**src/rtl/pipe_pkg.sv**
```systemverilog
// Shared types for the elastic pipeline stage registers: state encoding,
// occupancy codes and the RV32 NOP bundle used as a reset payload.
package pipe_pkg;

  typedef enum logic [1:0] {
    EMPTY = 2'd0,
    ONE   = 2'd1,
    FULL  = 2'd2
  } state_e;

  localparam logic [1:0] OCC_EMPTY = 2'd0;
  localparam logic [1:0] OCC_ONE   = 2'd1;
  localparam logic [1:0] OCC_FULL  = 2'd2;

  // addi x0, x0, 0 in the low word of a stage bundle
  localparam logic [31:0] RV32_NOP = 32'h0000_0013;

  function automatic logic [1:0] occ_of(input state_e s);
    case (s)
      ONE:     return OCC_ONE;
      FULL:    return OCC_FULL;
      default: return OCC_EMPTY;
    endcase
  endfunction

endpackage

```
**src/rtl/sat_counter.sv**
```systemverilog
// Saturating up-counter for performance events; clr wins over inc.
// One-cycle update latency, no backpressure.
module sat_counter #(
  parameter int W = 32
) (
  input  logic         clk,
  input  logic         rst,
  input  logic         inc,
  input  logic         clr,
  output logic [W-1:0] cnt
);

  logic [W-1:0] r_cnt;

  always_ff @(posedge clk or posedge rst) begin
    if (rst) begin
      r_cnt <= '0;
    end else if (clr) begin
      r_cnt <= '0;
    end else if (inc && (r_cnt != {W{1'b1}})) begin
      r_cnt <= r_cnt + W'(1);
    end
  end

  assign cnt = r_cnt;

endmodule

```
**src/rtl/pipe_stage_buf.sv**
```systemverilog
// Elastic stage register with optional two-entry skid buffer, stall and flush.
// One-cycle latency; SKID=1 gives a registered in_ready that absorbs one stall cycle.
module pipe_stage_buf
  import pipe_pkg::*;
#(
  parameter int               WIDTH     = 32,
  parameter int               SKID      = 1,
  parameter logic [WIDTH-1:0] RESET_VAL = '0,
  parameter int               CNT_W     = 32
) (
  input  logic             clk,
  input  logic             rst,
  input  logic             en,
  input  logic             flush,
  input  logic             in_valid,
  output logic             in_ready,
  input  logic [WIDTH-1:0] in_data,
  output logic             out_valid,
  input  logic             out_ready,
  output logic [WIDTH-1:0] out_data,
  output logic [1:0]       occupancy,
  input  logic             cnt_clr,
  output logic [CNT_W-1:0] bubble_cnt
);

  state_e           r_state;
  state_e           w_state_nxt;
  logic [WIDTH-1:0] r_main;
  logic [WIDTH-1:0] w_skid;
  logic             w_live;
  logic             w_acc;
  logic             w_drn;
  logic             w_load_m;
  logic             w_load_s;
  logic             w_m_from_s;

  assign w_live    = en & ~flush;
  assign out_valid = (r_state != EMPTY);
  assign w_acc     = in_valid & in_ready & w_live;
  assign w_drn     = out_valid & out_ready & w_live;

  generate
    if (SKID != 0) begin : g_skid
      logic [WIDTH-1:0] r_skid;

      always_ff @(posedge clk or posedge rst) begin
        if (rst) begin
          r_skid <= RESET_VAL;
        end else if (w_load_s) begin
          r_skid <= in_data;
        end
      end

      assign w_skid   = r_skid;
      // Decoded from state only so in_ready never depends on downstream timing
      assign in_ready = (r_state != FULL);
    end else begin : g_noskid
      assign w_skid   = RESET_VAL;
      assign in_ready = w_live & (~out_valid | out_ready);
    end
  endgenerate

  always_ff @(posedge clk or posedge rst) begin
    if (rst) begin
      r_state <= EMPTY;
    end else begin
      r_state <= w_state_nxt;
    end
  end

  always_comb begin
    w_state_nxt = r_state;
    w_load_m    = 1'b0;
    w_load_s    = 1'b0;
    w_m_from_s  = 1'b0;
    if (flush) begin
      w_state_nxt = EMPTY;
    end else begin
      case (r_state)
        EMPTY: begin
          if (w_acc) begin
            w_state_nxt = ONE;
            w_load_m    = 1'b1;
          end
        end
        ONE: begin
          if (w_acc && w_drn) begin
            w_load_m = 1'b1;
          end else if (w_acc) begin
            // Only reachable with SKID=1; without it an accept in ONE implies a drain
            w_state_nxt = FULL;
            w_load_s    = 1'b1;
          end else if (w_drn) begin
            w_state_nxt = EMPTY;
          end
        end
        FULL: begin
          if (w_drn) begin
            w_state_nxt = ONE;
            w_m_from_s  = 1'b1;
          end
        end
        default: w_state_nxt = EMPTY;
      endcase
    end
  end

  always_ff @(posedge clk or posedge rst) begin
    if (rst) begin
      r_main <= RESET_VAL;
    end else if (w_load_m) begin
      r_main <= in_data;
    end else if (w_m_from_s) begin
      r_main <= w_skid;
    end
  end

  assign out_data  = r_main;
  assign occupancy = occ_of(r_state);

  sat_counter #(
    .W(CNT_W)
  ) u_bubble (
    .clk(clk),
    .rst(rst),
    .inc(en & out_ready & ~out_valid & ~flush),
    .clr(cnt_clr),
    .cnt(bubble_cnt)
  );

endmodule
```
**config.mk**
```make
export PLATFORM = sky130hd
export DESIGN_NAME = pipe_stage_buf
export DESIGN_NICKNAME = d
export VERILOG_FILES = /design/src/rtl/pipe_pkg.sv /design/src/rtl/sat_counter.sv /design/src/rtl/pipe_stage_buf.sv
export SDC_FILE = /design/constraint.sdc
export NUM_CORES = 1
export LEC_CHECK = 0
export BUFFER_PORTS_ARGS = -buffer_cell sky130_fd_sc_hd__buf_4
export CAP_MARGIN = 20
export CORE_MARGIN = 4
export CORE_UTILIZATION = 30
export CTS_BUF_LIST = sky130_fd_sc_hd__clkbuf_2 sky130_fd_sc_hd__clkbuf_4 sky130_fd_sc_hd__clkbuf_8
export CTS_CLUSTER_SIZE = 24
export DETAILED_ROUTE_END_ITERATION = 8
export MAX_ROUTING_LAYER = met4
export PLACE_DENSITY = 0.59
export SLEW_MARGIN = 30
export SYNTH_ARGS = -nofsm -noshare
export SYNTH_HDL_FRONTEND = slang
export SYNTH_SLANG_ARGS = --single-unit
```
**constraint.sdc**
```tcl
create_clock -name clk -period 4.1 [get_ports clk]
set_input_delay 0.205 -clock clk [delete_from_list [all_inputs] [get_ports clk]]
set_output_delay 0.205 -clock clk [all_outputs]
set_load 0.05 [all_outputs]
```
==> results by group, run 1 <==
Logic synthesis
  – Mean Syn Cell Area: 10.44 µm²
  – FFs w/ async S/R, synth: 100.0%
  – Post-synthesis cell count: 430
  – Synth cell types: 44
  – Synth Register Bits: 98
  – Synth warnings: 0
  – Mapped Area: 4488 µm²
  – Main flop type after synthesis: dfrtp_1
  – Post-synth EDFFs: 0
  – Syn Nets: 470
  – Seq/Total Area, Yosys: 54.64%

GRT
  – Global-route wire length before repair: 19.08 mm
  – Initial antenna violation count: 0
  – GRT Total Usage: 14.74%
  – Vias in the first global route: 3728
  – Largest net degree at the start of global routing: 75
  – GRT Residual Overflow: 0

Timing
  – Max-slew violation count: 0
  – Final setup violation count: 0
  – Final Hold Viols: 0
  – RSZ-0062 raised after global routing: no
  – Top achievable clock speed: 0.3542 GHz
  – Tmin final: 2.823 ns
  – Final clock skew: 0.006217 ns
  – Worst Max-Slew Pin Slew: 0.7975 ns
  – Setup Total Neg Slack: 0 ns
  – Slew margin rel.: 46.83%
  – Fin crit share: 68.86%

Placement
  – HPWL Detailed: 7.877 mm
  – Gp weighted congestion: 0.7788
  – PortBufs: 106
  – Placed inst area: 5450 µm²

Hold path
  – Hold WC Path Type: input pin to flip-flop

Cells and area
  – Finished Cell Area: 5673 µm²
  – Number of fill cells: 1436
  – Most frequent cells in the layout: 111 x buf_4, 98 x dfrtp_1, 81 x nand2_1, 34 x mux2_2, 32 x a22oi_1
  – Multi-input logic area: 1903 µm²
  – Layout cells sized above 1: 32.83%
  – Layout area overhead: 26.40%
  – Final nets: 566
  – Commonest non-fill, non-tap cell in the layout: buf_4
  – Antenna cells: 0
  – FF+latch area: 2452 µm²

Status
  – Status: finished clean

Routing
  – Met2 routed WL: 5.528 mm
  – DRT Pass-1 Iters: 4
  – Vias/cell: 5.116
  – DRT antenna net count: 0
  – DRC: 0
  – Final WL: 11.61 mm
  – Initial DRC count: 219
  – M1 WL: 5.139 mm
  – Vias: 3653
  – Routed wire per std cell: 16.25 µm
  – DR top layer: met4
  – Met3 wire len: 830 µm

Die
  – Area of the die: 16980 µm²
  – Die Span X: 130.3 µm
  – Starting density of the core: 30.76%
  – Core area: 14590 µm²
  – Cell Rows: 44
  – Die Height: 130.3 µm
  – Top-level port count: 107

Power
  – Switching part of the total: 33.63%
  – P_sw: 0.0007903 W
  – Pwr dens: 414.2 nW/µm²
  – Combinational share of power: 22.9%
  – Part of the power in registers: 49.3%
  – Worst vdd ir: 0.3418 mV
  – P_leak: 2.658 nW
  – Clock share of power: 27.8%
  – P_int: 0.001560 W

Clocking
  – H-tree Lvls: 3
  – CTS-repair resized insts: 0
  – Clk sinks: 98
  – Root buf cell: clkbuf_8
  – CTS tree: built
  – Hold_buf cts: 1
  – TritonCTS buffer count: 9
  – Post-CTS Setup Bufs: 0
  – Clock-pin slew on the worst setup and hold paths: 0.10 ns
  – Clock Tree Buf Depth: 2
  – Clk Latency, worst-skew pair: 0.37 ns

Critical path
  – Crit path kind: input pin to flip-flop
  – Critical Path Fanout Max: 11
  – CP arrival: 3.12 ns
  – WP data required: 4.40 ns
  – CP Capture Type: flip-flop
  – Setup crit start kind: input pin

Flow run
  – MaxCap Viol Count: 0
path summary, 6_finish.rpt:
path	startpoint	endpoint	slack (ns)	depth (start not counted)
setup reg to reg	r_state[1]$_DFFE_PP0P_	u_bubble.cnt[27]$_DFFE_PP0P_	1.39	5
hold / removal	in_data[4]	out_data[4]$_DFFE_PP0P_	0.06	3
min in group asynchronous	rst	u_bubble.cnt[8]$_DFFE_PP0P_	0.50	3
max in group asynchronous	rst	g_skid.r_skid[19]$_DFFE_PP0P_	2.78	4
setup / recovery	flush	u_bubble.cnt[27]$_DFFE_PP0P_	1.28	7
hold reg to reg	out_data[4]$_DFFE_PP0P_	out_data[4]$_DFFE_PP0P_	0.48	2
critical path, cell delays in order:
cell and delay, ns:
dlygate4sd3_1 0.53, buf_4 0.14, nand3b_1 0.27, or4_4 0.66, or4b_1 0.65, or4_1 0.51, a21oi_1 0.16
layout make-up:
class / count / area share [%]
well taps: 184 / 4.058
inverters: 8 / 0.6176
multi-input cells: 296 / 33.55
repair buffers: 113 / 15.04
clock inverters: 6 / 1.323
flip-flops and latches: 98 / 43.23
clock buffers: 9 / 2.184
power by group through the flow:
| stage | Clock (W) | Combinational, W | Sequential, W |
|---|---|---|---|
| after floorplan | 0 | 0.000147 | 0.00138 |
| after CTS | 0.000683 | 0.000546 | 0.00116 |
| after global placement | 0 | 0.000535 | 0.00117 |
| final | 0.000653 | 0.000539 | 0.00116 |
| after global routing | 0.000719 | 0.000579 | 0.00117 |
| after detailed placement | 0 | 0.000546 | 0.00118 |
synthesized netlist by cell type (all sizes together) (8+ instances only):
master  instances  area [µm²]
o31ai          10       75.07
or3            13       81.33
o21ai          10       50.05
a22oi          32       240.2
clkbuf         25       93.84
dfrtp          98        2452
nand2          81       304.0
or4            14       108.9
a21oi          22       110.1
nand3          11       55.05
mux2           34       382.9
inv             8       30.03
nor2           10       37.54
through the flow:
stage	cells	hold slack (ns)	worst slack (ns)	util, %	total power [W]
finish	714	0.05835	1.277	38.89	0.002350
global route	714	0.02877	1.172	38.89	0.002472
CTS	713	0.02837	1.319	38.79	0.002389
detailed placement	697	0.3839	1.395	37.36	0.001721
global placement	697	0.3844	1.441	37.36	0.001705
floorplan	430	0.2714	1.208	-	0.001524
state kept, by name, summed over array words and instances, names as in the netlist:
name,cells
out_data,32
u_bubble.cnt,32
r_state,2
g_skid.r_skid,32
cell families (layout without fill, tap and decap cells):
| family | Yosys count | count (layout) | share of synthesized area [%] |
|---|---|---|---|
| and+or+nand+nor | 166 | 166 | 18.73 |
| DFF | 98 | 98 | 54.64 |
| AOI/OAI and AO/OA | 92 | 92 | 14.00 |
| buffers and inverters | 36 | 136 | 3.206 |
| muxes | 35 | 35 | 8.754 |
| xor gates and xnor gates | 2 | 2 | 0.3904 |
| adders and majority gates | 1 | 1 | 0.2787 |
metal layers:
layer	GRT usage [%]	vias to the layer above
met5	-	-
met4	3.423	0
met3	5.485	9
met2	23.14	97
met1	18.16	1793
li1	-	1754
No activity file was read; power rests on OpenSTA's default activity.
==> run 2, diff against run 1 <==
==> constraint.sdc (replaced) <==
create_clock -name clk -period 2.8 [get_ports clk]
set_input_delay 0.14 -clock clk [delete_from_list [all_inputs] [get_ports clk]]
set_output_delay 0.14 -clock clk [all_outputs]
set_load 0.05 [all_outputs]
==> run 2 against run 1 <==
  * Register-to-register slack got worse by 1.2 ns
  * Sequential power grew 46%
  * Sequential share of layout area decreased by 2.7 points
  * Critical path type is now flip-flop to flip-flop
==> results by group, run 2 (synthesis gave the netlist of run 1 again) <==
Power
  – Worst vdd ir: 0.4136 mV (+21%)
  – Clock share of power: 26.9% (-0.9 points)
  – P_sw: 0.001193 W (+51%)
  – Switching part of the total: 34.54% (+0.90 points)
  – P_int: 0.002262 W (+45%)
  – Part of the power in registers: 49.1% (-0.2 points)
  – P_leak: 2.823 nW (+6.2%)
  – Combinational share of power: 24.0% (+1.1 points)
  – Pwr dens: 571.0 nW/µm² (+38%)

Critical path
  – Crit path kind: flip-flop to flip-flop
  – CP Capture Type: flip-flop
  – CP max stage delay: 0.58 ns (-0.08 ns)
  – CP cell instances: or2_4 -> or4_4 -> or4b_1 -> buf_4 -> o311ai_0 -> o41ai_1
  – Setup crit start kind: flip-flop
  – CP max-delay cell: or4b_1
  – WP data required: 3.06 ns (-1.34 ns)
  – Critical Path Fanout Max: 6 (-5)
  – CP arrival: 2.85 ns (-0.27 ns)

Timing
  – Final worst slack: 0.2014 ns (-1.075 ns)
  – Tmin final: 2.599 ns
  – Final Hold Viols: 0 (unchanged)
  – Final setup violation count: 0 (unchanged)
  – Fin crit share: 92.81%
  – RSZ-0062 raised after global routing: no
  – Setup Total Neg Slack: 0 ns (unchanged)
  – Slew margin rel.: 67.80% (+21 points)
  – Final clock skew: 0.01679 ns (+0.01057 ns)
  – Max-slew violation count: 0 (unchanged)
  – Top achievable clock speed: 0.3848 GHz
  – Final Hold Slack: 0.04687 ns (-0.01148 ns)
  – Worst Max-Slew Pin Slew: 0.4820 ns (-0.3155 ns)

Hold path
  – Hold WC Path Type: input pin to flip-flop

Die
  – Cell Rows: 44 (unchanged)
  – Die Height: 130.3 µm (unchanged)
  – Core area: 14590 µm² (unchanged)
  – Area of the die: 16980 µm² (unchanged)
  – Starting density of the core: 30.76% (unchanged)
  – Die Span X: 130.3 µm (unchanged)
  – Top-level port count: 107 (unchanged)

GRT
  – GRT Residual Overflow: 0 (unchanged)
  – GRT Total Usage: 15.13% (+0.39 points)
  – Largest net degree at the start of global routing: 81 (+8.0%)
  – Vias in the first global route: 3890 (+4.3%)
  – Initial antenna violation count: 0 (unchanged)
  – Global-route wire length before repair: 19.78 mm (+3.7%)

Cells and area
  – Layout cells sized above 1: 31.93% (-0.90 points)
  – Commonest non-fill, non-tap cell in the layout: buf_4
  – Most frequent cells in the layout: 117 x buf_4, 97 x dfrtp_1, 81 x nand2_1, 34 x mux2_2, 34 x dlygate4sd3_1
  – Antenna cells: 0 (unchanged)
  – Finished Cell Area: 6052 µm² (+6.7%)
  – Final nets: 605 (+6.9%)
  – Layout area overhead: 34.85%
  – Number of fill cells: 1380 (-3.9%)

Flow run
  – MaxCap Viol Count: 0 (unchanged)

Placement
  – Pre-CTS WS: 0.2409 ns (-1.154 ns)
  – Gp weighted congestion: 0.7595 (-2.5%)
  – HPWL Detailed: 7.998 mm (+1.5%)
  – PortBufs: 106 (unchanged)
  – Placed inst area: 5518 µm² (+1.2%)

Clocking
  – Root buf cell: clkbuf_8
  – Clk sinks: 98 (unchanged)
  – TritonCTS buffer count: 9 (unchanged)
  – Clock-pin slew on the worst setup and hold paths: 0.11 ns (about the same)
  – Post-CTS Setup Bufs: 0 (unchanged)
  – CTS-repair resized insts: 0 (unchanged)
  – Hold_buf cts: 34 (+33)
  – Clock Tree Buf Depth: 2 (unchanged)
  – H-tree Lvls: 3 (unchanged)
  – CTS tree: built
  – Clk Latency, worst-skew pair: 0.39 ns (+0.02 ns)

Routing
  – DRT antenna net count: 0 (unchanged)
  – DRC: 0 (unchanged)
  – Final WL: 12.11 mm (+4.4%)
  – Initial DRC count: 226 (+3.2%)
  – Vias/cell: 5.207 (+1.8%)
  – Routed wire per std cell: 16.06 µm (-1.2%)
  – DRT Pass-1 Iters: 4 (unchanged)
  – Vias: 3926 (+7.5%)

Status
  – Status: finished clean
[run 2: area by class of cell]
| cell class | instances | area, µm² | share of cell area [%] |
|---|---|---|---|
| inverter | 8 | 33.78 | 0.5582 |
| clock inverter | 6 | 56.30 | 0.9303 |
| multi-input combinational | 296 | 1902 | 31.42 |
| sequential | 98 | 2454 | 40.54 |
| clock buffer | 10 | 137.6 | 2.274 |
| timing repair buffer | 152 | 1239 | 20.47 |
| tap | 184 | 230.2 | 3.804 |
[run 2: power groups by stage]
stage	Clock (W)	Combinational (W)	Sequential, W
after floorplan	0	0.000216	0.00202
after global placement	0	0.000787	0.00171
after detailed placement	0	0.000802	0.00172
after CTS	0.000969	0.000839	0.00170
after global routing	0.00104	0.000889	0.00172
final	0.000930	0.000831	0.00169
[run 2: final timing paths]
check | start | end | slack (ns) | depth (start not counted)
max | r_state[1]$_DFFE_PP0P_ | u_bubble.cnt[29]$_DFFE_PP0P_ | 0.20 | 6
min | en | r_state[1]$_DFFE_PP0P_ | 0.05 | 4
max reg2reg | r_state[1]$_DFFE_PP0P_ | u_bubble.cnt[29]$_DFFE_PP0P_ | 0.20 | 6
min reg2reg | out_data[2]$_DFFE_PP0P_ | out_data[2]$_DFFE_PP0P_ | 0.49 | 2
max in group asynchronous | rst | u_bubble.cnt[21]$_DFFE_PP0P_ | 1.70 | 4
min in group asynchronous | rst | u_bubble.cnt[8]$_DFFE_PP0P_ | 0.33 | 3
[run 2: per-layer routing]
| metal | GRT usage (%) | routed length [µm] |
|---|---|---|
| met3 | 3.930 | 782 |
| met4 | 5.440 | 182 |
| met1 | 19.87 | 5452 |
| met5 | - | 0 |
| met2 | 22.63 | 5695 |
[run 2: through the flow]
stage,std cells,util [%],total power (W)
after floorplan,430,-,0.002232
after global placement,704,37.82,0.002497
after detailed placement,704,37.82,0.002521
after CTS,754,41.48,0.003504
after global routing,754,41.48,0.003648
final,754,41.48,0.003455
[run 2: critical path, delay by kind of cell, from the launching register on]
family | cells | cell delay, ns
and+or+nand+nor | 3 | 1.39
buffers and inverters | 1 | 0.20
AOI/OAI and AO/OA | 2 | 0.44
DFF | 1 | 0.44
